$ cat src/rtl/hamming_pkg.sv
// Hamming(7,4) shared constants and parity helper.
// Used by the encoder and by the matching decoder.
package hamming_pkg;

  localparam int DATA_W = 4;
  localparam int CW_W   = 7;

  localparam int P2_IDX = 2;
  localparam int P1_IDX = 1;
  localparam int P0_IDX = 0;

  function automatic logic [2:0] hamming_parity(
    input logic [DATA_W-1:0] d
  );
    logic [2:0] p;
    p[P2_IDX] = d[3] ^ d[0] ^ d[1];
    p[P1_IDX] = d[3] ^ d[0] ^ d[2];
    p[P0_IDX] = d[1] ^ d[2] ^ d[3];
    return p;
  endfunction

endpackage

$ cat src/rtl/hamming_fifo.sv
// Synchronous codeword FIFO, DEPTH entries (power of 2).
// Head entry is visible on rdata_o without a read cycle.
module hamming_fifo
  import hamming_pkg::*;
#(
  parameter int DEPTH = 4,
  parameter int W     = CW_W
) (
  input  logic                     clk,
  input  logic                     rst,
  input  logic                     push_i,
  input  logic                     pop_i,
  input  logic [W-1:0]             wdata_i,
  output logic [W-1:0]             rdata_o,
  output logic                     full_o,
  output logic                     empty_o,
  output logic [$clog2(DEPTH):0]   level_o
);

  localparam int PTR_W = $clog2(DEPTH);
  localparam int LVL_W = PTR_W + 1;

  logic [W-1:0]     mem_q [DEPTH];
  logic [PTR_W-1:0] rd_ptr_q, rd_ptr_d;
  logic [PTR_W-1:0] wr_ptr_q, wr_ptr_d;
  logic [LVL_W-1:0] level_q, level_d;
  logic             do_push;
  logic             do_pop;

  assign full_o  = (level_q == LVL_W'(DEPTH));
  assign empty_o = (level_q == '0);
  assign level_o = level_q;
  assign rdata_o = mem_q[rd_ptr_q];

  assign do_push = push_i && !full_o;
  assign do_pop  = pop_i && !empty_o;

  // Next pointer/level; pointers wrap naturally at DEPTH.
  always_comb begin
    rd_ptr_d = rd_ptr_q;
    wr_ptr_d = wr_ptr_q;
    level_d  = level_q;
    if (do_push) wr_ptr_d = wr_ptr_q + 1'b1;
    if (do_pop)  rd_ptr_d = rd_ptr_q + 1'b1;
    unique case ({do_push, do_pop})
      2'b10:   level_d = level_q + 1'b1;
      2'b01:   level_d = level_q - 1'b1;
      default: level_d = level_q;
    endcase
  end

  // Pointer and level state; reset discards buffered words.
  always_ff @(posedge clk) begin
    if (rst) begin
      rd_ptr_q <= '0;
      wr_ptr_q <= '0;
      level_q  <= '0;
    end else begin
      rd_ptr_q <= rd_ptr_d;
      wr_ptr_q <= wr_ptr_d;
      level_q  <= level_d;
    end
  end

  // Storage write; contents need no reset.
  always_ff @(posedge clk) begin
    if (do_push && !rst) mem_q[wr_ptr_q] <= wdata_i;
  end

endmodule

$ cat src/rtl/hamming_enc.sv
// Streaming Hamming(7,4) encoder with error injection.
// Codewords are buffered in a FIFO toward the link side.
module hamming_enc
  import hamming_pkg::*;
#(
  parameter int DEPTH = 4,
  parameter int CNT_W = 16
) (
  input  logic                    clk,
  input  logic                    rst,
  input  logic [DATA_W-1:0]       din,
  input  logic                    din_valid,
  output logic                    din_ready,
  input  logic                    inj_en,
  input  logic [CW_W-1:0]         inj_mask,
  output logic [CW_W-1:0]         cw,
  output logic                    cw_valid,
  input  logic                    cw_ready,
  output logic [$clog2(DEPTH):0]  level,
  output logic [CNT_W-1:0]        words
);

  logic [CW_W-1:0]  enc_w;
  logic [CW_W-1:0]  push_w;
  logic [CW_W-1:0]  head_w;
  logic             full_w;
  logic             empty_w;
  logic             push;
  logic             pop;
  logic [CNT_W-1:0] words_q, words_d;

  assign enc_w  = {din, hamming_parity(din)};
  assign push_w = enc_w ^ (inj_en ? inj_mask : '0);

  assign din_ready = !full_w;
  assign push      = din_valid && din_ready;
  assign cw_valid  = !empty_w;
  assign pop       = cw_valid && cw_ready;
  assign cw        = cw_valid ? head_w : '0;
  assign words     = words_q;

  hamming_fifo #(
    .DEPTH (DEPTH),
    .W     (CW_W)
  ) u_fifo (
    .clk     (clk),
    .rst     (rst),
    .push_i  (push),
    .pop_i   (pop),
    .wdata_i (push_w),
    .rdata_o (head_w),
    .full_o  (full_w),
    .empty_o (empty_w),
    .level_o (level)
  );

  // Accepted-word count, wraps modulo 2^CNT_W.
  always_comb begin
    words_d = words_q;
    if (push) words_d = words_q + 1'b1;
  end

  // Counter state; an accept during reset is dropped.
  always_ff @(posedge clk) begin
    if (rst) words_q <= '0;
    else     words_q <= words_d;
  end

endmodule

$ cat config.mk
export PLATFORM = sky130hd
export DESIGN_NAME = hamming_enc
export DESIGN_NICKNAME = d
export VERILOG_FILES = /design/src/rtl/hamming_pkg.sv /design/src/rtl/hamming_fifo.sv /design/src/rtl/hamming_enc.sv
export SDC_FILE = /design/constraint.sdc
export NUM_CORES = 1
export LEC_CHECK = 0
export ABC_AREA = 1
export CORE_MARGIN = 2
export CORE_UTILIZATION = 55
export DETAILED_ROUTE_END_ITERATION = 12
export GPL_TIMING_DRIVEN = 0
export MAX_ROUTING_LAYER = met4
export PLACE_DENSITY = 0.9
export SLEW_MARGIN = 10
export SYNTH_ARGS = -nofsm -noshare
export SYNTH_HDL_FRONTEND = slang
export SYNTH_HIERARCHICAL = 1
export SYNTH_SLANG_ARGS = --single-unit
$ cat constraint.sdc
create_clock -name clk -period 3.4 [get_ports clk]
set_input_delay 0.51 -clock clk [delete_from_list [all_inputs] [get_ports clk]]
set_output_delay 0.51 -clock clk [all_outputs]
set_load 0.05 [all_outputs]
======== Word level (Yosys, flattened, before mapping) ========
Memories as Yosys holds them, arrays and structs flattened. A register that Yosys moved wholly into a read port is not among the register bits.
Cells that the tools add are included.
W data, S select, Z words.
word-level totals
  memories ................................ 1
  bits of input ports ..................... 16
  latch bits .............................. 0
  memory bits (read-only) ................. 0
  register bits ........................... 23
  output and inout bits ................... 28
  bits in writable memories ............... 28
memory list
  memory        words  bits a word  read ports  clocked after memory_dff  wr ports  line                RTL
  u_fifo.mem_q  4      7            1           1                         1         hamming_fifo.sv:23  logic [W-1:0] mem_q [DEPTH];
cells by class
  div/mod/pow operators ................... 0
  multiplexer cells ....................... 7
  shift-type cells ........................ 0
  $mul .................................... 0
  bitwise operators ....................... 6
  $add $sub $neg .......................... 5
  order comparisons ....................... 0
  eq/ne operators ......................... 3
  reductions and logical operators ........ 10
operators by type and width
  operator                 number
  $add A16 B1 Y16 const B  1
  $mux W7                  2
  $xor A7 B7 Y7            1
  $pmux W3 S2              1
  $logic_and A1 B1 Y1      5
  $xor A1 B1 Y1            5
  $add A2 B1 Y2 const B    2
  $mux W2                  2
  $add A3 B1 Y3 const B    1
  $eq A3 B3 Y1 const B     1
  $logic_not A1 Y1         3
  $logic_not A3 Y1         1
  $sub A3 B1 Y3 const B    1
  $eq A2 B1 Y1 const B     1
  $eq A2 B2 Y1 const B     1
  $mux W1                  2
  $reduce_bool A2 Y1       1

======== Depth between registers and ports, before layout ========
Gate-level depths: netlist of run 1.
  depth after elaboration ................. 7
  gate-level depth with buffers ........... 18

======== Cells and area by module ========
Netlist of run 1, hierarchy kept.
modules (own cells, without submodules)
  module        cells each  instances  area an instance (um^2)
  hamming_fifo  142         1          1584.0
  hamming_enc   174         1          1073.5

======== Least setup slack after synthesis of run 1 ========
No wires, ideal clock.
  kind .................................... flip-flop to flip-flop
  from .................................... register u_fifo.level_q[1] (netlist: u_fifo/level_o[1])
  to ...................................... register u_fifo.level_q[1] (netlist: u_fifo/level_o[1])
  period minus slack after synthesis ...... 2.530 ns
  arrival ................................. 2.460 ns
  stages on the path, launching flop included .. 14
  slack ................................... 0.870 ns
  buffers on the path ..................... 0
  cell sequence ........................... dfxtp_1 -> nor2_2 -> nand2_2 -> inv_2 -> inv_2 -> nand2_4 -> inv_2 -> inv_1 -> nor2_4 -> inv_1 -> ha_1 -> inv_1 -> fa_1 -> a21oi_1
on the way
  longest elaborated chain between the ends .. 6
  elaborated cells on any way between the ends .. 14
RTL lines
  item                                               line                RTL
  from (decl)                                        hamming_fifo.sv:26  logic [LVL_W-1:0] level_q, level_d;
  from (signal assigned)                             hamming_fifo.sv:61  level_q <= level_d;
  $eq A3 B3 Y1 *                                     hamming_fifo.sv:30  assign full_o = (level_q == LVL_W'(DEPTH));
  net full_w                                         hamming_enc.sv:26   logic full_w;
  $logic_not A1 Y1 *                                 hamming_enc.sv:35   assign din_ready = !full_w;
  net din_ready                                      hamming_enc.sv:13   output logic din_ready,
  $logic_and A1 B1 Y1 *                              hamming_enc.sv:36   assign push = din_valid && din_ready;
  net push                                           hamming_enc.sv:28   logic push;
  $logic_and A1 B1 Y1 *                              hamming_fifo.sv:35  assign do_push = push_i && !full_o;
  $eq A2 B1 Y1 or $eq A2 B2 Y1 (tied branches)       hamming_fifo.sv:45  unique case ({do_push, do_pop})
  $pmux W3 S2 or $reduce_bool A2 Y1 (tied branches)  -
The timed path passes the listed nets; every way through them passes the cells marked *.
A chain may end at the register's enable or synchronous reset.

==> summary.md, run 1 <==
| Metric | Value |
|---|---|
| Async SR Flop Fraction | `0%` |
| Post-CTS Resized | `0` |
| Diode count | `0` |
| Final Cycle Share | `80.32%` |
| Final count of negative-setup-slack endpoints | `0` |
| DR WL/cell | `12.61 um` |
| Post-synth EDFFs | `28` |
| Clock skew | `4.457 ps` |
| CTS root buf | `clkbuf_8` |
| Unrepaired setup endpoints after global routing | `false` |
| Post-placement cell count | `413` |
| Crit path largest cell delay | `820 ps` |
| CP Depth | `6` |
| Int Power | `1.161 mW` |
| Core ar. | `0.004692 mm2` |
| Outcome | `finished clean` |
| Total GRT Usage | `21.96%` |
| Post-CTS setup repair buffer count | `0` |
| Final Instance Count excl. Fillers | `421` |
| Ys flop type | `edfxtp_1` |
| Fillers | `355` |
| Vias in the first global route | `1958` |
| Crit-path cells | `buf_6 > o21ai_1 > o22ai_1 > inv_1 > nor2_1 > clkdlybuf4s50_1` |
| Clock network fraction of total power | `18.4%` |
| Setup CP Type | `reg2out` |
| Register area share after synthesis | `50.47%` |
| H-tree levels | `2` |
| Area grow syn2layout | `22.32%` |
| Hold Crit Depth | `2` |
| Syn_nets | `339` |
| Congestion Overflow GR | `0` |
| Hold WS | `512.7 ps` |
| Inserted Clock Buffers | `5` |
| Die extent in y | `73.51 um` |
| Clk Latency, worst-skew pair | `310 ps` |
| Crit path DAT | `2220 ps` |
| Top Usage Layer GRT | `met2` |
| Worst EP required | `2890 ps` |
| Syn Std Cell Area | `0.002658 mm2` |
| PnR Total Power | `1.977 mW` |
| Nets | `389` |
| Top Ports | `44` |
| Fmax achieved | `0.3662 GHz` |
| Post-route setup TNS | `0 ps` |
| Power density over the cells | `608.3 mW/mm2` |
| R2r worst-path depth | `16` |
| Vias per cell | `5.119` |
| Commonest non-fill, non-tap cells in the layout | `inv_1, nor2_1, nand2_1` |
| Yosys warns | `6` |
| Hold Path Class | `reg2reg` |
| Initial Util | `56.64%` |
| Post-route ant nets | `0` |
| TritonRoute pass-1 iters | `5` |
| Startpoint type of the worst setup path | `register` |
| 1st-iter DRT viols | `149` |
| CP max stage cell | `clkdlybuf4s50_1` |
| Syn Area/Cell | `8.410 um2` |
| Die X | `73.51 um` |
| Synth cell types | `27` |
| Max Slew Vio Count | `0` |
| Initial antenna violation count | `0` |
| Detailed-route DRC error count | `0` |
| First-pass GRT wire length | `8728 um` |
| # rows | `25` |
| TritonCTS clock tree | `yes` |
| Crit-path leading delay family | `buffers and inverters` |
| Final Wtd Congestion | `0.8354` |
| Crit path buf inv count | `3` |
| Aggregate routed wire length | `5310 um` |
| Die ar. | `0.005404 mm2` |
| Setup WS pre-CTS | `911.7 ps` |
| Number of buffers added on ports | `43` |
| Grt met1 use | `25.29%` |
| Layout cells sized above 1 | `10.63%` |
| CP Max Fanout | `10` |
| Mapped Cells | `316` |
| Sequential power share | `39.6%` |
| Comb pwr share | `42.0%` |
| Minimum clock period | `2731 ps` |
| CTS Sinks | `53` |
| Met2 GRT Util | `38.00%` |
| Max-cap violation count | `0` |
| GR met3 Demand/Resource | `5.075%` |
| Largest net degree at the start of global routing | `19` |
| Worst slew margin | `66.37%` |
| Register bit total from synthesis | `53` |
| Measured slew at the worst slew-check pin | `502.9 ps` |
| Element type at the critical path end | `primary output` |
| Cts hold-fix bufs | `0` |
| Switching power | `816.7 uW` |
| Clk slew on worst S/H paths | `100 ps` |
| Switching share of total power | `41.30%` |
| Dpl hpwl | `3850 um` |
| Via count | `2155` |
| VDD IR-drop max | `0.3404 mV` |
| Lkg Pwr | `1.294 nW` |
| Clock Path Buffers | `2` |
| Final Hold Vio Count | `0` |
| Fin worst setup slack | `669.0 ps` |
-- cell families after synthesis --
family | synth area share [%]
simple gates | 23.26
compound gates | 9.040
flops | 50.47
buf+inv | 9.369
xor+xnor | 4.284
fa+ha+maj | 3.578
-- through the flow --
step,cell area [um2],utilization (%)
2_1_floorplan,2658,-
3_3_place_gp,3156,67.25
3_5_place_dp,3156,67.25
4_1_cts,3251,69.28
5_1_grt,3251,69.28
6_report,3251,69.28
-- per-layer routing --
metal  up-vias  wire length, um  part of all wire (%)
li1       1103                -                     -
met1       982             2150                    40
met2        62             2850                    54
met3         8              260                   4.9
met4         0               48                  0.90
met5         -                0                     0
-- cell usage after synthesis (2+ instances only) --
cell type | instances | share of area [%]
inv_2 | 7 | 0.99
xnor2_1 | 3 | 0.99
a21oi_1 | 12 | 2.3
nor2_4 | 3 | 1.3
nand2_4 | 2 | 0.85
dfxtp_1 | 25 | 19
nand2_1 | 46 | 6.5
nand3_1 | 16 | 3.0
nor2_2 | 9 | 2.1
nand2_2 | 5 | 1.2
o22ai_1 | 7 | 1.6
nor2_1 | 51 | 7.2
xor2_1 | 10 | 3.3
nand4_1 | 2 | 0.47
o21ai_1 | 12 | 2.3
inv_1 | 51 | 7.2
o21ai_0 | 12 | 2.3
buf_6 | 2 | 0.85
ha_1 | 6 | 2.8
edfxtp_1 | 28 | 32
-- power groups by stage --
stage	Clock (mW)	Combinational, mW	Sequential, mW
6_report	0.364	0.830	0.783
5_1_grt	0.399	0.896	0.790
4_1_cts	0.366	0.833	0.783
3_5_place_dp	0	0.830	0.797
3_3_place_gp	0	0.805	0.793
2_1_floorplan	0	0.532	0.847
-- layout make-up --
class | count | area [um2] | area share [%]
plain buffers | 4 | 31.28 | 0.9623
clock buffers | 5 | 68.82 | 2.117
clock inverters | 3 | 26.28 | 0.8083
inverters | 58 | 217.7 | 6.697
multi-input cells | 201 | 1067 | 32.83
flip-flops and latches | 53 | 1341 | 41.26
well taps | 54 | 67.56 | 2.079
repair buffers | 43 | 430.4 | 13.24
-- state kept, by name, indices dropped and copies added (netlist names), named ones only --
name,cells
u_fifo/level_o,3
u_fifo/mem_q,28
u_fifo/rd_ptr_q,2
u_fifo/wr_ptr_q,2
words,16
-- worst paths after layout --
check,startpoint,end,slack [ps]
hold / removal,words[15],words[15],510
hold reg to reg,words[15],words[15],510
setup reg to reg,u_fifo/level_o[1],u_fifo/level_o[2],1010
setup / recovery,register,cw[5],670
-- worst reg2reg max path, cell delays in order (launching register included) --
cell and delay [ps]:
dfxtp_1 390, nor2_2 80, nand2_2 100, inv_1 50
clkbuf_1 200, nor2_1 320, nand2_2 110, inv_2 70
ha_1 160, inv_1 70, fa_1 380, inv_1 70
nand2_1 50, nand3_1 80, nand2_1 70, nand2_1 70
nor2_1 40
Power figures use the tool's default switching activity.
==> inputs of run 2 (changes only) <==
--- a/config.mk
+++ b/config.mk
@@ -7,11 +7,11 @@
 export LEC_CHECK = 0
 export ABC_AREA = 1
 export CORE_MARGIN = 2
-export CORE_UTILIZATION = 55
+export CORE_UTILIZATION = 53
 export DETAILED_ROUTE_END_ITERATION = 12
 export GPL_TIMING_DRIVEN = 0
 export MAX_ROUTING_LAYER = met4
-export PLACE_DENSITY = 0.9
+export PLACE_DENSITY = 0.87
 export SLEW_MARGIN = 10
 export SYNTH_ARGS = -nofsm -noshare
 export SYNTH_HDL_FRONTEND = slang
==> constraint.sdc (replaced) <==
create_clock -name clk -period 2.8 [get_ports clk]
set_input_delay 0.42 -clock clk [delete_from_list [all_inputs] [get_ports clk]]
set_output_delay 0.42 -clock clk [all_outputs]
set_load 0.05 [all_outputs]
==> run 2 against run 1 <==
Net effect:
- die area up 3.6%
- sequential power rose by 21%
- first-iteration DRC count shrank 11%
- clock power up 21%
- count of clock-buffer cells in the layout unchanged
- critical path type unchanged
==> summary.md, run 2 (synthesized netlist as in run 1, its figures left out) <==
| Metric | Value |
|---|---|
| VDD IR-drop max | `0.3963 mV (+16%)` |
| Cts hold-fix bufs | `0 (unchanged)` |
| Final Instance Count excl. Fillers | `434 (+3.1%)` |
| Lkg Pwr | `1.297 nW (+0.19%)` |
| Max Slew Vio Count | `0 (unchanged)` |
| Die X | `74.81 um (+1.8%)` |
| Reg area | `0.001341 mm2 (unchanged)` |
| Congestion Overflow GR | `0 (unchanged)` |
| Initial Util | `55.53% (-1.1 points)` |
| Post-CTS setup repair buffer count | `0 (unchanged)` |
| Vias per cell | `4.899 (-4.3%)` |
| Area grow syn2layout | `22.88%` |
| Post-route ant nets | `0 (unchanged)` |
| Total GRT Usage | `19.71% (-2.2 points)` |
| Register with the highest flop count | `u_fifo/mem_q` |
| Setup WS pre-CTS | `395.5 ps (-516.2 ps)` |
| Diode count | `0 (unchanged)` |
| Hold Path Class | `reg2reg` |
| Fin worst setup slack | `180.2 ps (-488.8 ps)` |
| Element type at the critical path end | `primary output` |
| TritonRoute pass-1 iters | `4 (-1)` |
| Final count of negative-setup-slack endpoints | `0 (unchanged)` |
| Worst slew margin | `66.33% (about the same)` |
| Number of buffers added on ports | `43 (unchanged)` |
| Max-cap violation count | `0 (unchanged)` |
| Hold WS | `514.1 ps (+1.358 ps)` |
| Final Wtd Congestion | `0.8666 (+3.7%)` |
| Commonest non-fill, non-tap cells in the layout | `inv_1, nor2_1, nand2_1` |
| Minimum clock period | `2620 ps` |
| # rows | `25 (unchanged)` |
| Core ar. | `0.004786 mm2 (+2.0%)` |
| Max FFs per register | `28 (unchanged)` |
| TritonCTS clock tree | `yes` |
| Clock skew | `8.427 ps (+3.970 ps)` |
| Die extent in y | `74.81 um (+1.8%)` |
| Detailed-route DRC error count | `0 (unchanged)` |
| Measured slew at the worst slew-check pin | `503.5 ps (+0.6033 ps)` |
| Setup CP Type | `reg2out` |
| Layout cells sized above 1 | `10.63% (unchanged)` |
| CTS Sinks | `53 (unchanged)` |
| Unrepaired setup endpoints after global routing | `false` |
| Post-route setup TNS | `0 ps (unchanged)` |
| Clk slew on worst S/H paths | `100 ps (about the same)` |
| First-pass GRT wire length | `8059 um (-7.7%)` |
| Dpl hpwl | `3874 um (+0.61%)` |
| Aggregate routed wire length | `5090 um (-4.1%)` |
| Post-placement cell count | `426 (+3.1%)` |
| CTS root buf | `clkbuf_8` |
| H-tree levels | `2 (unchanged)` |
| Fmax achieved | `0.3817 GHz` |
| Startpoint type of the worst setup path | `register` |
| Multi-input gate area | `0.001067 mm2 (unchanged)` |
| CP Max Fanout | `8 (-2)` |
| Clk Latency, worst-skew pair | `310 ps (about the same)` |
| Largest net degree at the start of global routing | `19 (unchanged)` |
| Inserted Clock Buffers | `5 (unchanged)` |
| Clock Path Buffers | `2 (unchanged)` |
| Post-CTS Resized | `0 (unchanged)` |
| Worst EP required | `2380 ps (-510 ps)` |
| Final Cycle Share | `93.56%` |
| Nets | `389 (unchanged)` |
| Final Hold Vio Count | `0 (unchanged)` |
| Die ar. | `0.005597 mm2 (+3.6%)` |
| Outcome | `finished clean` |
| DR WL/cell | `11.73 um (-7.0%)` |
| Top Ports | `44 (unchanged)` |
| 1st-iter DRT viols | `132 (-11%)` |
| Fillers | `357 (+0.56%)` |
| Initial antenna violation count | `0 (unchanged)` |
| Power density over the cells | `733.6 mW/mm2 (+21%)` |
| Vias in the first global route | `1914 (-2.2%)` |
| Crit path DAT | `2200 ps (-20 ps)` |
| Via count | `2126 (-1.3%)` |
## run 2: cell types whose count changed in the layout (fill, tap and decap cells not counted)
cell,before,now
inv_8,1,0
clkinv_4,0,1
clkinvlp_4,2,1
inv_6,0,1
## run 2: critical path: stages (launching register included)
cell             delay (ps)
dfxtp_1                 400
inv_1                   230
o21ai_0                 140
o22ai_1                 170
inv_1                    60
nor2_1                   80
clkdlybuf4s50_1         800
## run 2: stage by stage
step	area (um2)	utilization, %	power [mW]
after floorplan	2658	-	1.675
after global placement	3172	66.27	1.945
after detailed placement	3172	66.27	1.979
after CTS	3266	68.24	2.412
after global routing	3266	68.24	2.517
final	3266	68.24	2.396
## run 2: layout make-up
cell class	count	share of cell area, %
Sequential cell	53	41.07
Multi-Input combinational cell	201	32.68
Timing Repair Buffer	43	13.18
Inverter	58	6.667
Tap cell	67	2.567
Clock buffer	5	2.107
Buffer	4	0.9579
Clock inverter	3	0.7663
## run 2: path summary, 6_finish.rpt
path	start	end	slack [ps]	depth (start not counted)
setup reg to reg	u_fifo/level_o[2]	u_fifo/level_o[2]	490	16
hold reg to reg	u_fifo/rd_ptr_q[1]	register	510	2
hold / removal	u_fifo/rd_ptr_q[1]	register	510	2
setup / recovery	register	cw[3]	180	6
## run 2: report_power, final
part / total, mW / internal [mW] / switching [mW]
combinational: 1.01 / 0.332 / 0.674
clock: 0.441 / 0.181 / 0.260
sequential: 0.949 / 0.898 / 0.0509
## run 2: metal layers
metal	global-route usage [%]	part of all wire [%]	vias to the layer above
met5	-	0	-
met4	9.325	2.5	0
met3	3.882	5.1	12
met2	34.02	51	61
met1	21.91	41	951
li1	-	-	1102
==> inputs of run 3 (changes only) <==
--- a/config.mk
+++ b/config.mk
@@ -6,12 +6,14 @@
 export NUM_CORES = 1
 export LEC_CHECK = 0
 export ABC_AREA = 1
+export CAP_MARGIN = 20
 export CORE_MARGIN = 2
-export CORE_UTILIZATION = 53
+export CORE_UTILIZATION = 55
 export DETAILED_ROUTE_END_ITERATION = 12
+export DONT_BUFFER_PORTS = 1
 export GPL_TIMING_DRIVEN = 0
 export MAX_ROUTING_LAYER = met4
-export PLACE_DENSITY = 0.87
+export PLACE_DENSITY = 0.78
 export SLEW_MARGIN = 10
 export SYNTH_ARGS = -nofsm -noshare
 export SYNTH_HDL_FRONTEND = slang
==> run 3 against run 2 <==
Net effect:
- die area shrank 3.4%
- setup slack gained 86 ps
- first-iteration DRC count grew 6.1%
- cell count shrank 13%
- critical path depth grew 12
- power shrank 5.5%
- sequential share of layout area grew 6.3 points
- cell area shrank 13%
- non-clock buffer count shrank 43
- via count shrank 8.1%
- critical path type is now reg2reg
- largest cell class unchanged
- largest power group is now registers
==> summary.md, run 3 (synthesized netlist as in run 1, its figures left out) <==
| Metric | Value |
|---|---|
| Hold Crit Depth | `1 (-1)` |
| Cts hold-fix bufs | `0 (unchanged)` |
| Final Instance Count excl. Fillers | `378 (-13%)` |
| Hold Path Class | `in2reg` |
| Core ar. | `0.004692 mm2 (-2.0%)` |
| Total GRT Usage | `19.69% (-0.023 points)` |
| Worst EP required | `3040 ps (+660 ps)` |
| Fin worst setup slack | `265.8 ps (+85.58 ps)` |
| Post-route ant nets | `0 (unchanged)` |
| Top Ports | `44 (unchanged)` |
| Register with the highest flop count | `u_fifo/mem_q` |
| # rows | `25 (unchanged)` |
| Max Slew Vio Count | `0 (unchanged)` |
| Post-route setup TNS | `0 ps (unchanged)` |
| Crit path DAT | `2770 ps (+570 ps)` |
| Initial antenna violation count | `0 (unchanged)` |
| Crit-path cells | `nor2_2 > nand2_2 > inv_2 > inv_2 > nand2_4 > inv_2 > inv_1 > nor2_4 > inv_1 > ha_1 > inv_1 > fa_1 > inv_1 > nand2_1 > nand3_1 > nand2_1 > nand2_1 > nor2_1` |
| TritonRoute pass-1 iters | `4 (unchanged)` |
| Commonest non-fill, non-tap cells in the layout | `inv_1, nor2_1, nand2_1` |
| Setup CP Type | `reg2reg` |
| Nets | `346 (-11%)` |
| Initial Util | `56.64% (+1.1 points)` |
| CP max stage cell | `dfxtp_2` |
| Final Cycle Share | `90.51% (-3.1 points)` |
| Area grow syn2layout | `6.733%` |
| Hold_sp | `rst` |
| Aggregate routed wire length | `4781 um (-6.1%)` |
| H-tree levels | `2 (unchanged)` |
| CP Max Fanout | `9 (+1)` |
| Max FFs per register | `28 (unchanged)` |
| Detailed-route DRC error count | `0 (unchanged)` |
| R2r worst-path depth | `18 (+2)` |
| Max-cap violation count | `0 (unchanged)` |
| First-pass GRT wire length | `7900 um (-2.0%)` |
| Fillers | `398 (+11%)` |
| Startpoint type of the worst setup path | `register` |
| Final Wtd Congestion | `0.7958 (-8.2%)` |
| Worst slew margin | `40.64% (-26 points)` |
| Minimum clock period | `2534 ps (-85.58 ps)` |
| Vias per cell | `5.169 (+5.5%)` |
| Number of buffers added on ports | `0 (-100%)` |
| TritonCTS clock tree | `yes` |
| Clock Path Buffers | `2 (unchanged)` |
| Diode count | `0 (unchanged)` |
| Via count | `1954 (-8.1%)` |
| Outcome | `finished clean` |
| Cell mode on critical path | `inv_1` |
| Clk Latency, worst-skew pair | `300 ps (about the same)` |
| Dpl hpwl | `3577 um (-7.7%)` |
| FF-to-FF Start | `u_fifo/level_o[1]` |
| Post-placement cell count | `370 (-13%)` |
| Final Hold Vio Count | `0 (unchanged)` |
| Crit path largest cell delay | `530 ps (-270 ps)` |
| Post-CTS setup repair buffer count | `0 (unchanged)` |
| DR WL/cell | `12.65 um (+7.8%)` |
| Critical Path Start | `u_fifo/level_o[1]` |
| Lkg Pwr | `1.150 nW (-11%)` |
| Setup WS pre-CTS | `58.83 ps (-336.7 ps)` |
| 1st-iter DRT viols | `140 (+6.1%)` |
| Fmax achieved | `0.3946 GHz (+3.4%)` |
| Reg area | `0.001345 mm2 (+0.28%)` |
| VDD IR-drop max | `0.3369 mV (-15%)` |
| Congestion Overflow GR | `0 (unchanged)` |
| Post-CTS Resized | `0 (unchanged)` |
| Measured slew at the worst slew-check pin | `887.1 ps (+383.7 ps)` |
| Clk slew on worst S/H paths | `80 ps (-20 ps)` |
| Finished Core Util | `60.45% (-7.8 points)` |
| Unrepaired setup endpoints after global routing | `false` |
| Hold WS | `181.7 ps (-332.4 ps)` |
| Largest net degree at the start of global routing | `17 (-2)` |
| CTS Sinks | `53 (unchanged)` |
| CTS root buf | `clkbuf_8` |
| Power density over the cells | `798.3 mW/mm2 (+8.8%)` |
| Clock skew | `9.298 ps (+0.8702 ps)` |
| Element type at the critical path end | `register` |
| Layout cells sized above 1 | `12.65% (+2.0 points)` |
| Vias in the first global route | `1787 (-6.6%)` |
| Inserted Clock Buffers | `5 (unchanged)` |
| Die ar. | `0.005404 mm2 (-3.4%)` |
| Final count of negative-setup-slack endpoints | `0 (unchanged)` |
| Die extent in y | `73.51 um (-1.7%)` |
| Multi-input gate area | `0.001067 mm2 (unchanged)` |
| Die X | `73.51 um (-1.7%)` |
run 3: worst max-delay path, delay by kind of cell (launching register included):
family | cells | cell delay [ps]
and+or+nand+nor | 9 | 820
buffers and inverters | 7 | 740
DFF | 1 | 530
adders and majority gates | 2 | 400
run 3: cell type report:
| cell class | instances | share of cell area, % |
|---|---|---|
| multi-input cells | 201 | 37.63 |
| flip-flops and latches | 53 | 47.42 |
| clock inverters | 2 | 1.235 |
| inverters | 58 | 7.675 |
| plain buffers | 4 | 1.103 |
| clock buffers | 6 | 2.558 |
| well taps | 54 | 2.382 |
run 3: power by group:
group	switching, mW	total, mW	internal, mW
Combinational	0.564	0.731	0.167
Sequential	0.128	1.03	0.901
Clock	0.238	0.504	0.266
run 3: worst paths after layout:
kind | slack (ps) | endpoint
max | 270 | u_fifo/level_o[2]
min | 180 | words[2]
max reg2reg | 270 | u_fifo/level_o[2]
min reg2reg | 500 | register
run 3: per-stage QoR:
stage | power, mW | instance area, um2
global placement | 1.765 | 2725
finish | 2.264 | 2836
floorplan | 1.675 | 2658
global route | 2.389 | 2836
detailed placement | 1.783 | 2725
CTS | 2.283 | 2833
run 3: routing by layer:
layer / GRT usage [%] / vias to the layer above / wire length (um)
met5: - / - / 0
met4: 7.475 / 0 / 88
met3: 5.487 / 10 / 229
met2: 31.65 / 46 / 2370
met1: 23.57 / 884 / 2092
li1: - / 1014 / -
